## src/rtl/cdb_arbiter_if.sv

```systemverilog
// -----------------------------------------------------------------------------
// cdb_arbiter_if
//   Bundles the request side and the CDB broadcast side of the Common Data Bus
//   arbiter into one interface.
//
//   Parameters (must match the cdb_arbiter instance this interface feeds):
//     N_FU    number of requesting functional units (2..8)
//     DATA_W  result value width
//     TAG_W   reservation-station tag width (tag 0 means INVALID)
//
//   Signals:
//     flush      squash pending and next-edge broadcasts (branch mispredict)
//     req        per-FU request, held until granted
//     req_tag    packed per-FU tags, FU i at [i*TAG_W +: TAG_W]
//     req_val    packed per-FU results, FU i at [i*DATA_W +: DATA_W]
//     grant      one-hot combinational grant
//     cdb_valid  registered broadcast-present flag
//     cdb_tag    registered broadcast tag (0 when idle)
//     cdb_val    registered broadcast value (0 when idle)
//     rr_ptr     current highest-priority requester (debug/coverage)
//
//   Modports:
//     master  the functional-unit / consumer side
//     slave   the arbiter itself
// -----------------------------------------------------------------------------
interface cdb_arbiter_if #(
  parameter int N_FU   = 4,
  parameter int DATA_W = 32,
  parameter int TAG_W  = 4
);
  localparam int PTR_W = $clog2(N_FU);

  logic                     flush;
  logic [N_FU-1:0]          req;
  logic [N_FU*TAG_W-1:0]    req_tag;
  logic [N_FU*DATA_W-1:0]   req_val;
  logic [N_FU-1:0]          grant;
  logic                     cdb_valid;
  logic [TAG_W-1:0]         cdb_tag;
  logic [DATA_W-1:0]        cdb_val;
  logic [PTR_W-1:0]         rr_ptr;

  modport master (
    output flush,
    output req,
    output req_tag,
    output req_val,
    input  grant,
    input  cdb_valid,
    input  cdb_tag,
    input  cdb_val,
    input  rr_ptr
  );

  modport slave (
    input  flush,
    input  req,
    input  req_tag,
    input  req_val,
    output grant,
    output cdb_valid,
    output cdb_tag,
    output cdb_val,
    output rr_ptr
  );
endinterface

```

## src/rtl/cdb_arbiter.sv

```systemverilog
// -----------------------------------------------------------------------------
// cdb_arbiter
//   Round-robin arbiter for the single Common Data Bus of the out-of-order
//   core. Every cycle at most one functional unit is granted; its tag and
//   value are registered and broadcast on the following cycle to the map
//   table, reservation stations and register-file writeback.
//
//   Ports:
//     CLK    core clock, rising edge
//     RST_N  asynchronous, active-low reset
//     bus    cdb_arbiter_if.slave carrying flush, req/req_tag/req_val,
//            grant, cdb_valid/cdb_tag/cdb_val and rr_ptr
//
//   Behaviour summary:
//     - FU i is eligible when req[i]=1 and its tag is non-zero.
//     - Search starts at rr_ptr and wraps N_FU-1 -> 0; first eligible wins.
//     - grant is combinational and is forced to zero by flush or reset.
//     - A grant to FU i moves rr_ptr to (i+1) mod N_FU; otherwise it holds.
//     - Broadcast registers load the winner, or clear when nothing is granted.
// -----------------------------------------------------------------------------
module cdb_arbiter #(
  parameter int N_FU   = 4,
  parameter int DATA_W = 32,
  parameter int TAG_W  = 4
) (
  input  logic          CLK,
  input  logic          RST_N,
  cdb_arbiter_if.slave  bus
);

  localparam int PTR_W = $clog2(N_FU);

  // N_FU held one bit wider than the pointer so that rr_ptr + offset can be
  // wrapped without overflow, including non-power-of-two N_FU.
  localparam logic [PTR_W:0] N_FU_EXT  = (PTR_W+1)'(N_FU);
  localparam logic [PTR_W-1:0] LAST_FU = PTR_W'(N_FU - 1);

  // ---------------------------------------------------------------------------
  // State
  // ---------------------------------------------------------------------------
  logic               cdb_valid_reg, cdb_valid_next;
  logic [TAG_W-1:0]   cdb_tag_reg,   cdb_tag_next;
  logic [DATA_W-1:0]  cdb_val_reg,   cdb_val_next;
  logic [PTR_W-1:0]   rr_ptr_reg,    rr_ptr_next;

  // ---------------------------------------------------------------------------
  // Per-FU unpacking and eligibility
  // ---------------------------------------------------------------------------
  logic [TAG_W-1:0]   tag_arr  [N_FU];
  logic [DATA_W-1:0]  val_arr  [N_FU];
  logic [N_FU-1:0]    elig;

  for (genvar gi = 0; gi < N_FU; gi++) begin : g_unpack
    assign tag_arr[gi] = bus.req_tag[gi*TAG_W +: TAG_W];
    assign val_arr[gi] = bus.req_val[gi*DATA_W +: DATA_W];
    // A zero tag is INVALID: such a request is simply never selected.
    assign elig[gi]    = bus.req[gi] && (tag_arr[gi] != '0);
  end

  // ---------------------------------------------------------------------------
  // Rotated search order: cand_idx[k] is the FU examined k-th this cycle.
  // ---------------------------------------------------------------------------
  logic [PTR_W-1:0]   cand_idx [N_FU];

  for (genvar gi = 0; gi < N_FU; gi++) begin : g_cand
    logic [PTR_W:0] sum;
    assign sum = {1'b0, rr_ptr_reg} + (PTR_W+1)'(gi);
    assign cand_idx[gi] = (sum >= N_FU_EXT) ? PTR_W'(sum - N_FU_EXT)
                                            : sum[PTR_W-1:0];
  end

  // ---------------------------------------------------------------------------
  // Priority pick over the rotated order
  // ---------------------------------------------------------------------------
  logic               win_found;
  logic [PTR_W-1:0]   win_idx;
  logic               grant_ok;
  logic [N_FU-1:0]    grant_c;

  always_comb begin
    win_found = 1'b0;
    win_idx   = '0;
    for (int k = 0; k < N_FU; k++) begin
      if (!win_found && elig[cand_idx[k]]) begin
        win_found = 1'b1;
        win_idx   = cand_idx[k];
      end
    end
  end

  // Reset is folded in so grant stays low for the whole time RST_N is low,
  // not just until the next edge.
  assign grant_ok = win_found && !bus.flush && RST_N;

  always_comb begin
    grant_c = '0;
    if (grant_ok) begin
      grant_c[win_idx] = 1'b1;
    end
  end

  // ---------------------------------------------------------------------------
  // Next-state: broadcast pipeline and pointer advance
  // ---------------------------------------------------------------------------
  always_comb begin
    cdb_valid_next = 1'b0;
    cdb_tag_next   = '0;
    cdb_val_next   = '0;
    rr_ptr_next    = rr_ptr_reg;
    if (grant_ok) begin
      cdb_valid_next = 1'b1;
      cdb_tag_next   = tag_arr[win_idx];
      cdb_val_next   = val_arr[win_idx];
      // Explicit wrap so non-power-of-two N_FU returns to 0 after N_FU-1.
      rr_ptr_next    = (win_idx == LAST_FU) ? '0 : win_idx + 1'b1;
    end
  end

  always_ff @(posedge CLK or negedge RST_N) begin
    if (!RST_N) begin
      cdb_valid_reg <= 1'b0;
      cdb_tag_reg   <= '0;
      cdb_val_reg   <= '0;
      rr_ptr_reg    <= '0;
    end else begin
      cdb_valid_reg <= cdb_valid_next;
      cdb_tag_reg   <= cdb_tag_next;
      cdb_val_reg   <= cdb_val_next;
      rr_ptr_reg    <= rr_ptr_next;
    end
  end

  // ---------------------------------------------------------------------------
  // Outputs
  // ---------------------------------------------------------------------------
  assign bus.grant     = grant_c;
  assign bus.cdb_valid = cdb_valid_reg;
  assign bus.cdb_tag   = cdb_tag_reg;
  assign bus.cdb_val   = cdb_val_reg;
  assign bus.rr_ptr    = rr_ptr_reg;

endmodule

```

## src/flat_wrapper.sv

```systemverilog
// flat-port wrapper written by rule: the top's interface ports become plain ports
module cdb_arbiter_flat 
#(
  parameter int N_FU   = 4,
  parameter int DATA_W = 32,
  parameter int TAG_W  = 4
)
  (CLK, RST_N, bus_flush, bus_req, bus_req_tag, bus_req_val, bus_grant, bus_cdb_valid, bus_cdb_tag, bus_cdb_val, bus_rr_ptr);
  cdb_arbiter_if #(.N_FU(N_FU), .DATA_W(DATA_W), .TAG_W(TAG_W)) bus_i ();
  input  logic CLK;
  input  logic RST_N;
  input wire logic [$bits(bus_i.flush)-1:0] bus_flush;
  input wire logic [$bits(bus_i.req)-1:0] bus_req;
  input wire logic [$bits(bus_i.req_tag)-1:0] bus_req_tag;
  input wire logic [$bits(bus_i.req_val)-1:0] bus_req_val;
  output wire logic [$bits(bus_i.grant)-1:0] bus_grant;
  output wire logic [$bits(bus_i.cdb_valid)-1:0] bus_cdb_valid;
  output wire logic [$bits(bus_i.cdb_tag)-1:0] bus_cdb_tag;
  output wire logic [$bits(bus_i.cdb_val)-1:0] bus_cdb_val;
  output wire logic [$bits(bus_i.rr_ptr)-1:0] bus_rr_ptr;
  assign bus_i.flush = bus_flush;
  assign bus_i.req = bus_req;
  assign bus_i.req_tag = bus_req_tag;
  assign bus_i.req_val = bus_req_val;
  assign bus_grant = bus_i.grant;
  assign bus_cdb_valid = bus_i.cdb_valid;
  assign bus_cdb_tag = bus_i.cdb_tag;
  assign bus_cdb_val = bus_i.cdb_val;
  assign bus_rr_ptr = bus_i.rr_ptr;
  cdb_arbiter #(.N_FU(N_FU), .DATA_W(DATA_W), .TAG_W(TAG_W)) u_core (.CLK(CLK), .RST_N(RST_N), .bus(bus_i));
endmodule
```

## config.mk

```make
export PLATFORM = sky130hd
export DESIGN_NAME = cdb_arbiter_flat
export DESIGN_NICKNAME = d
export VERILOG_FILES = /design/src/rtl/cdb_arbiter_if.sv /design/src/rtl/cdb_arbiter.sv /design/src/flat_wrapper.sv
export SDC_FILE = /design/constraint.sdc
export NUM_CORES = 1
export LEC_CHECK = 0
export ABC_AREA = 1
export BUFFER_PORTS_ARGS = -buffer_cell sky130_fd_sc_hd__buf_2
export CORE_ASPECT_RATIO = 0.75
export CORE_MARGIN = 2
export CORE_UTILIZATION = 42
export CTS_BUF_LIST = sky130_fd_sc_hd__clkbuf_4 sky130_fd_sc_hd__clkbuf_8
export DETAILED_ROUTE_END_ITERATION = 6
export GPL_TIMING_DRIVEN = 0
export HOLD_SLACK_MARGIN = 0.1
export PLACE_DENSITY = 0.8
export SLEW_MARGIN = 25
export SYNTH_ARGS = -nofsm -noshare
export SYNTH_HDL_FRONTEND = slang
export SYNTH_SLANG_ARGS = --single-unit
```

## constraint.sdc

```tcl
create_clock -name CLK -period 2.06 [get_ports CLK]
set_input_delay 0.206 -clock CLK [delete_from_list [all_inputs] [get_ports CLK]]
set_output_delay 0.206 -clock CLK [all_outputs]
set_load 0.05 [all_outputs]
```

After elaboration in Yosys (flattened, before gate mapping) --
Cells that the tools add are included.
Storage, ports and cells: register bits 39, input port bits 151, output and inout bits 43
Cells by class: add/subtract/negate cells 8, magnitude comparators 11, eq/ne operators 1, muxes and demuxes 33, bitwise logic cells 1, reduce and logical (&&, ||, !) cells 18
Operators with widths (number):
- $mux W32 | 3
- $bmux W32 S2 | 1
- $mux W2 | 9
- $mux W4 | 4
- $reduce_bool A4 Y1 | 4
- $lt A2 B3 Y1 const B | 5
- $ge A3 B3 Y1 const B | 4
- $logic_and A1 B1 Y1 | 10
- $mux W1 | 10
- $bmux W1 S2 | 4
- $bmux W4 S2 | 1
- $sub A2 B1 Y2 const B | 4
- $add A2 B2 Y3 const B | 2
- $logic_not A1 Y1 | 4
- $add A2 B1 Y3 const B | 1
- $ge A2 B3 Y1 const B | 1
- $not A2 Y3 | 1
- $add A2 B1 Y2 const B | 1
- $demux W1 S2 | 1
- $eq A2 B2 Y1 const B | 1
- $ge A2 B1 Y1 const B | 1

Longest topological paths before layout --
word-level depth 19, gate-level depth with buffers 15, mapped depth without buffers 14

Worst setup path after synthesis --
No wires, ideal clock.
kind flip-flop to output port, start register u_core.rr_ptr_reg[0], in the netlist u_core.bus.rr_ptr[0], end output port bus_grant[2], data arrival time 2.770 ns, data required time 1.854 ns, setup slack -0.916 ns, cell stages (with the launch flop) 15, buffers on the path 3, cell sequence dfrtp_1 -> buf_4 -> inv_2 -> nand3_2 -> nand2_1 -> o21ai_2 -> nand3_1 -> nor2_1 -> inv_1 -> nand2_1 -> buf_4 -> buf_2 -> ha_1 -> inv_1 -> nor2_1
Between the ends: longest elaborated chain between the ends 19
Ends and longest elaborated chain:
- start, declared | line cdb_arbiter.sv:44 | logic [PTR_W-1:0] rr_ptr_reg, rr_ptr_next;
- start signal, assigned | line cdb_arbiter.sv:129 | rr_ptr_reg <= rr_ptr_next;
- parallel branches: the longest is 18 deep, another holds $add A2 B1 Y3
- $mux W4 (*) | line cdb_arbiter.sv:97 | if (grant_ok) begin
- end, declared | line flat_wrapper.sv:16 | output wire logic [$bits(bus_i.grant)-1:0] bus_grant;
Every way passes the cells marked *. The select of a mux whose other input is x is not followed.

Final worst setup path --
start register u_core.rr_ptr_reg[0], in the netlist u_core.bus.rr_ptr[0], end output port bus_grant[3]
Same word-level chain as after synthesis.

==> results.ini <==
[outcome]
status=finished, violations left
violations=negative setup slack

[clock_network]
tritoncts=done
clk_latency_ps=300
root_buffer=clkbuf_8
cts.htree.levels=2
cts_buffers=5
clk_path_buf_depth=2
clk_transition_reported_paths_ps=90
cts.sinks=39

[job]
drv_cap=0

[cells_and_area]
design_area_mm2=0.00564
final_nets=949
final_core_util_pct=71.3
layoutNonFillerInstCount=900
drive_gt1_share_pct=43.4
syn_to_final_growth_pct=64.4
largest_reg_flops=32
antenna_cells=0
fillers=677

[synth]
yosys.area_share.simple_pct=39.9
yosys-mux-area-fraction_pct=0
synth_top_family_by_area=simple AND/OR/NAND/NOR gates
synth_nets=713
syn_inst=558
ys.flop_type=dfrtp_1
yosysMostFrequentCell=inv_1
synth-async-reset-ratio_pct=100
synthAdderAreaFrac_pct=1.46
synth_top_area_cell=dfrtp_1
avgSynthCellArea_um2=6.15
synthXorXnorAreaFrac_pct=0.474
synth_edf_count=0
ys.warnings.count=0
synth_cell_types=20
synth_compound_area_share_pct=5.79
synth_top_area_share_pct=28.4
synth_area_mm2=0.00343
netlist_top_cells_count=inv_1 (153), nand2_1 (92), nand3_1 (90), nand4_1 (74), dfrtp_1 (39)
synth_seq_cells=39
synth.area.top_cells=dfrtp_1 (28%), inv_1 (17%), nand4_1 (13%)
ys_seq_area_share_pct=28.4

[timing]
worst_slack_ps=-384
hold_violations=0
min_period_ps=2440
slew_headroom_pct=81.5
clock_skew_ps=9.46
rsz0062_at_grt=yes
setup_viol=40
timing.hold.ws_ps=242
drv_slew=0
fin_setup_tns_ps=-6570
fmax_mhz=409
tightest_slew_ps=278
fin_crit_sh_pct=119

[route]
drc=0
final_antenna_net_count=0
drt_iter0_drc=394
dr.pass1.iters=6
routed_via_density=5.21
detail_route.wirelength_um=13600
vias=4690
routedWlPerCell_um=15.1

[setup_path]
r2r-start=u_core.bus.rr_ptr[0]
path_depth=14
reg2regPathDepth=12
path_buf_inv=5
crit_arrival_ps=2240
slowest_stage=dfrtp_2
required_ps=1850
critPathMaxStageDelay_ps=520
cp-startpoint=u_core.bus.rr_ptr[0]
path_max_fanout=8
end_kind=output pin
crit_type=flip-flop to output pin
startpoint_type=flip-flop
cp_top_family=simple AND/OR/NAND/NOR gates
path_cells=xor2_4 > inv_2 > nand3_2 > nand2_4 > nand3_1 > nand3_1 > nand2_1 > nand2_2 > buf_6 > buf_8 > ha_4 > inv_2 > nor2_4 > buf_6

[place]
io_buffers=193
pre_cts_ws_ps=-440
placed_cells=856
gp_congestion=0.915
placed_cell_area_mm2=0.00468
dp_hpwl_um=9430

[die]
pin_count=194
start_util_pct=43.4
coreArea_mm2=0.00792
dieWidth_um=108
die_h_um=82.3
die_area_mm2=0.00892
rows=28

[pwr]
irDropWorstVdd_mv=0.936
p_leak_nw=3.44
fin_total_pwr_mw=12.5
power.density_mw_per_mm2=2210

[worst_hold_path]
hp-class=primary input to flip-flop
holdCritStartpoint=bus_req_val[75]
worstHoldPathCells=5

[global_route]
grt_pass1_wl_um=20500
overflow=0
grt_max_degree=41
antenna_found_initial=0
grt_pass1_vias=4344
grt_use_total_pct=29.3

==> worst min-delay path, cell delays in order <==
cell and delay, ps:
buf_2 90, inv_1 40, nand2_1 40, nand3_1 60, a21oi_1 60
==> power by group <==
group	internal [mW]	switching [mW]	leakage, nW
clock	0.362	0.328	0.0581
sequential	1.12	0.164	0.521
combinational	4.07	6.42	2.86
total	5.56	6.91	3.44
==> timing repair <==
action / CTS / global route
buffers inserted: 26 / 1
setup endpoints to repair: 42 / 42
cloned: 8 / 2
pin swaps: 47 / 45
gates resized for setup: 94 / 27
endpoints found under the hold margin: 0 / 39
hold buffers: 0 / 2
==> worst paths after layout <==
check | slack [ps] | to
max reg2reg | -200 | u_core.bus.cdb_val[20]
max in group asynchronous | 1380 | u_core.bus.rr_ptr[1]
min | 240 | u_core.bus.cdb_val[11]
min reg2reg | 790 | u_core.bus.rr_ptr[1]
min in group asynchronous | 460 | u_core.bus.cdb_val[23]
max | -380 | bus_grant[3]
==> kinds of logic after synthesis <==
group / after synthesis
AND/OR/NAND/NOR: 276
AO/OA/AOI/OAI: 39
XOR/XNOR: 1
adder cells (fa/ha/maj): 4
buffers and inverters: 199
flip-flops: 39
==> per-layer routing <==
layer | track usage, % | vias up | wire (um)
li1 | - | 2244 | -
met4 | 10.3 | 0 | 297
met2 | 49.4 | 293 | 6430
met3 | 4.47 | 37 | 1210
met5 | 0 | - | 0
met1 | 38.5 | 2116 | 5670
==> layout make-up <==
type / count / area, um^2 / share of cell area [%]
buffer: 41 / 418 / 7.40
clock buffer: 5 / 68.8 / 1.22
clock inverter: 3 / 43.8 / 0.776
inverter: 156 / 596 / 10.6
multi-input combinational: 320 / 1940 / 34.3
sequential: 39 / 978 / 17.3
tap: 105 / 131 / 2.33
timing repair buffer: 231 / 1470 / 26.1
==> cells in the final DEF, fill, tap and decap left out <==
master	count
buf_16	5
a21oi_1	19
dfrtp_2	2
o21ai_0	2
ha_4	4
dlygate4sd3_1	1
a21oi_2	17
buf_4	27
clkbuf_16	4
nand4_1	74
nand3_4	4
bufinv_16	1
nor2_4	4
clkbuf_8	5
buf_2	191
xor2_4	1
o21ai_4	1
clkinv_2	1
nand2_1	89
nand3_2	18
nand2_4	3
buf_8	14
nand2_2	3
inv_1	147
buf_12	3
dfrtp_1	37
nand3_1	72
clkbuf_2	14
nor2_1	9
buf_6	12
inv_6	1
inv_4	2
inv_2	6
clkinv_4	1
clkbuf_4	1
(Power assumes the default switching activity.)
